$ cat config.mk
export PLATFORM = sky130hd
export DESIGN_NAME = sensor_conditioner
export DESIGN_NICKNAME = d
export VERILOG_FILES = /design/src/rtl/parking_pkg.sv /design/src/rtl/debounce_channel.sv /design/src/rtl/sensor_conditioner.sv
export SDC_FILE = /design/constraint.sdc
export NUM_CORES = 1
export LEC_CHECK = 0
export BUFFER_PORTS_ARGS = -buffer_cell sky130_fd_sc_hd__buf_2
export CAP_MARGIN = 10
export CELL_PAD_IN_SITES_DETAIL_PLACEMENT = 0
export CELL_PAD_IN_SITES_GLOBAL_PLACEMENT = 2
export CORE_MARGIN = 4
export CORE_UTILIZATION = 37
export DETAILED_ROUTE_END_ITERATION = 10
export GPL_TIMING_DRIVEN = 0
export PLACE_DENSITY_LB_ADDON = 0.25
export REMOVE_ABC_BUFFERS = 1
export SYNTH_ARGS = -nofsm -noshare
export SYNTH_HDL_FRONTEND = slang
export SYNTH_SLANG_ARGS = --single-unit
$ cat constraint.sdc
create_clock -name clk -period 1.83 [get_ports clk]
set_input_delay 0.183 -clock clk [delete_from_list [all_inputs] [get_ports clk]]
set_output_delay 0.183 -clock clk [all_outputs]
set_load 0.02 [all_outputs]
$ cat src/rtl/parking_pkg.sv
// Shared constants and types for the parking-lot sensor path.
// Used by sensor_conditioner and parking_lot.
package parking_pkg;

  localparam int   DEBOUNCE_DEFAULT = 12000;
  localparam int   CNT_W_DEFAULT    = 16;
  localparam logic SENSOR_IDLE      = 1'b1;

  typedef struct packed {
    logic fall;
    logic rise;
  } edge_t;

  function automatic edge_t edge_of(
    input logic hit,
    input logic lvl
  );
    edge_t e;
    e.fall = hit & ~lvl;
    e.rise = hit & lvl;
    return e;
  endfunction

endpackage

$ cat src/rtl/debounce_channel.sv
// One sensor channel: two-flop synchronizer, stability counter,
// clean level register and registered edge pulses.
module debounce_channel
  import parking_pkg::*;
#(
  parameter int DEBOUNCE_CYCLES = DEBOUNCE_DEFAULT,
  parameter int CNT_W           = CNT_W_DEFAULT
) (
  input  logic clk,
  input  logic rst,
  input  logic raw,
  output logic level,
  output logic fall,
  output logic rise
);

  localparam logic [CNT_W-1:0] LAST =
    CNT_W'(DEBOUNCE_CYCLES - 1);

  logic             s1;
  logic             sync;
  logic [CNT_W-1:0] cnt;
  logic             diff;
  logic             hit;
  edge_t            nxt_edge;

  // Bring the asynchronous sensor into the clock domain.
  always_ff @(posedge clk) begin
    if (rst) begin
      s1   <= SENSOR_IDLE;
      sync <= SENSOR_IDLE;
    end else begin
      s1   <= raw;
      sync <= s1;
    end
  end

  // Accept the new level only once it has been stable long enough.
  always_comb begin
    diff     = sync != level;
    hit      = diff && (cnt == LAST);
    nxt_edge = edge_of(hit, sync);
  end

  // Counter runs only while sync disagrees; clears on accept or glitch.
  always_ff @(posedge clk) begin
    if (rst) begin
      cnt <= '0;
    end else if (!diff || hit) begin
      cnt <= '0;
    end else begin
      cnt <= cnt + CNT_W'(1);
    end
  end

  // Clean level and one-cycle edge pulses, aligned with each other.
  always_ff @(posedge clk) begin
    if (rst) begin
      level <= SENSOR_IDLE;
      fall  <= 1'b0;
      rise  <= 1'b0;
    end else begin
      if (hit) level <= sync;
      fall <= nxt_edge.fall;
      rise <= nxt_edge.rise;
    end
  end

endmodule

$ cat src/rtl/sensor_conditioner.sv
// Debounces the outer (a) and inner (b) photo-sensors
// for the parking-lot counter; channels are independent.
module sensor_conditioner
  import parking_pkg::*;
#(
  parameter int DEBOUNCE_CYCLES = DEBOUNCE_DEFAULT,
  parameter int CNT_W           = CNT_W_DEFAULT
) (
  input  logic clk,
  input  logic rst,
  input  logic a_raw,
  input  logic b_raw,
  output logic a,
  output logic b,
  output logic a_fall,
  output logic a_rise,
  output logic b_fall,
  output logic b_rise
);

  debounce_channel #(
    .DEBOUNCE_CYCLES(DEBOUNCE_CYCLES),
    .CNT_W          (CNT_W)
  ) u_a (
    .clk  (clk),
    .rst  (rst),
    .raw  (a_raw),
    .level(a),
    .fall (a_fall),
    .rise (a_rise)
  );

  debounce_channel #(
    .DEBOUNCE_CYCLES(DEBOUNCE_CYCLES),
    .CNT_W          (CNT_W)
  ) u_b (
    .clk  (clk),
    .rst  (rst),
    .raw  (b_raw),
    .level(b),
    .fall (b_fall),
    .rise (b_rise)
  );

endmodule

==> results.md <==
- Core Region: 4500 µm²
- Start point of the critical path: u_b.cnt[8]
- Port-buffer cells: 9
- GR Overflow Total: 0
- Chip Height: approximately 77 µm
- Total negative slack: 0 ns
- Timing endpoint of the critical path: u_b.level
- FMAX: approximately 560 MHz
- Pre-antenna DRT Iters: 4
- Crit path required time: between 2 and 2.5 ns
- Total track usage: 12.0%
- GPL Wtd Cong: between 0.7 and 0.8
- CTS tree: built
- Die ar.: 5950 µm²
- Highest net fanout along the worst path: 4
- CP endpoint kind: register
- Vias in the first global route: between 1000 and 1500
- Placed instance area: 1840 µm²
- Clk Tree Root Cell: clkbuf_8
- Status: finished, final reports clean
- Power per cell area: 850 nW/µm²
- Mux contribution to synthesized area: 0%
- Clock latency on the worst-skew pair: 0.30 ns
- Fin. Hold Viols: 0
- Seq/Total Area, Yosys: 47.5%
- CP startpoint kind: register
- Reg2reg end: u_b.level
- RSZ-0062 raised after global routing: false
- Reg2reg start: u_b.cnt[8]
- CTS Buffer Depth: 2
- Most used DFF post-synth: dfxtp_1
- Reg2Reg Setup Slack: 0.05 ns
- Worst Tran Pin Value: 0.428 ns
- Yosys warnings: 0
- Crit path time final: 1.78 ns
- Post-synth EDFFs: 0
- Cell count after synthesis: 193
- Most frequent cells in the layout: 41 x dfxtp_1, 33 x nor2_1, 20 x xnor2_1
- Max_cap viols: 0
- Top Ports: 10
- Die Wd: 77.2 µm
- Post-synthesis xor/xnor area fraction: 13.9%
- Synth Area in Adders: approximately 1.4%
- Clock skew: ~0.0064 ns
- Slowest cell on the critical path: or4_4
- Final setup viols: 0
- Yosys cell types: 30
- CTS sink count: 42
- Worst vdd ir: 0.403 mV
- Post-CTS setup buffer count: 0
- TritonCTS buffer count: 5
- H-tree level count: 2
- Setup CP Type: reg -> reg
- Period utilization: 97.0%
- Initial Utilization: 39.3%
- Layout cell share with drive strength beyond 1: between 15 and 20%
- Routed vias: roughly 1300
- FFs w/ async S/R, synth: 0%
- Antenna Violating Nets Remaining: 0
- Main combinational cell family by area after synthesis: simple AND/OR/NAND/NOR gates
- Initial DRC Count: 52
- Pleak: 0.616 nW
- Post-route cell area: slightly below 2000 µm²
- Maximum number of pins on one net before global-route repair: 16
- Worst R2R Path Depth: 4
- Slew Viols, Final: 0
- Initial antenna violation count: 0
- Most common cell after layout, fill and taps aside: dfxtp_1
- Synth Area in Compound Gates: approximately 2.4%
- Vias per inst: 5.13
- Register bit total from synthesis: 42
- CTS clock-pin slew for the worst setup and hold paths: approximately 0.090 ns
- Worst slew margin: a little over 70%
- CP arrival: between 1.5 and 2 ns
- DRC viols: 0
- Layout area overhead: 11.9%
- CP cell instances: or4_4, nor4_4, nand2_2, a211o_1
- Worst Hold Class: in -> reg
- Simple-gate share of the synthesized area: 32.1%
- Mapped Area: 1770 µm²
- Global-route wire length before repair: 5.76 mm
- Synth Area per Inst: 9.17 µm²
- CP max stage delay: 0.55 ns
- Antenna diode count: 0
- # rows: 24
- Average wire per standard cell: 12.6 µm
- Routed WL: 3.21 mm
- Post-DP HPWL: approximately 2.2 mm
- Final layout net count: around 210
synthesized netlist by cell type, drive strengths merged (3+ instances only):
| library cell | number | area (µm²) |
|---|---|---|
| and3 | 4 | 26.3 |
| and4 | 3 | 26.3 |
| buf | 3 | 21.3 |
| clkbuf | 4 | 15.0 |
| dfxtp | 42 | 841 |
| inv | 3 | 11.3 |
| nand2 | 10 | 40.0 |
| nand3 | 11 | 55.1 |
| nand4 | 10 | 62.6 |
| nor2 | 33 | 124 |
| nor3 | 10 | 50.1 |
| nor4 | 10 | 77.6 |
| or2 | 5 | 31.3 |
| or2b | 3 | 26.3 |
| xnor2 | 20 | 175 |
| xor2 | 8 | 70.1 |
sequential cells by signal, summed over array words and instances (netlist names):
signal / count
u_a.cnt: 16
u_b.cnt: 16
u_a.fall: 1
u_a.level: 1
u_a.rise: 1
u_a.s1: 1
u_a.sync: 1
u_b.fall: 1
u_b.level: 1
u_b.rise: 1
u_b.s1: 1
u_b.sync: 1
where the power goes:
group / total (mW) / internal [mW] / switching (mW)
logic: 0.0210 / 0.00887 / 0.0121
clock network: 0.740 / 0.409 / 0.331
registers: 0.922 / 0.918 / 0.00321
worst min path at each step:
stage | startpoint | to | slack (ns) | cells past startpoint
after global routing | b_raw | u_b.s1 | 0.05 | 2
after CTS | a_raw | u_a.s1 | 0.05 | 2
final | a_raw | u_a.s1 | 0.06 | 2
after floorplan | rst | u_b.fall | 0.26 | 1
after detailed placement | a_raw | u_a.s1 | 0.37 | 2
after global placement | a_raw | u_a.s1 | 0.37 | 2
logic make-up (layout without fill, tap and decap cells):
kind of cell,Yosys count,in the layout
AO/OA/AOI/OAI,6,6
XOR/XNOR,28,28
adder cells (fa/ha/maj),2,2
buffers and inverters,10,20
flip-flops,42,42
AND/OR/NAND/NOR,105,105
worst max-delay path: cells and delay by family, from the launching register on:
family           cells  cell delay (ns)
AO/OA/AOI/OAI        1             0.30
flip-flops           1             0.35
AND/OR/NAND/NOR      3             1.03
layer usage:
metal / GRT usage (%) / routed length [µm]
met1: 13.9 / 1490
met2: 19.7 / 1550
met3: 4.92 / 119
met4: 4.80 / 51
met5: 0 / 0
cell type report:
class	instances	area (µm²)
fillers	440	2520
multi-input cells	141	903
flip-flops and latches	42	842
clock buffers	5	68.8
well taps	52	65.1
repair buffers	9	45.0
clock inverters	3	43.8
inverters	3	11.3
through the flow:
| stage | utilization (%) | hold slack (ns) | instances | setup WS [ns] | power (mW) |
|---|---|---|---|---|---|
| final | 43.9 | 0.0632 | 255 | 0.0541 | 1.68 |
| after CTS | 43.8 | 0.0517 | 255 | 0.0141 | 1.70 |
| after floorplan | - | 0.260 | 186 | 0.125 | 0.953 |
| after detailed placement | 40.9 | 0.373 | 247 | -0.366 | 0.963 |
| after global placement | 40.9 | 0.368 | 247 | -0.274 | 0.962 |
| after global routing | 43.9 | 0.0514 | 255 | 0.000751 | 1.75 |
timing repair:
item / 4_1_cts / 5_1_grt
gates resized for setup: 4 / 3
endpoints found under the setup margin: 16 / 1
hold buffers: 0 / 0
Power figures use the tool's default switching activity.
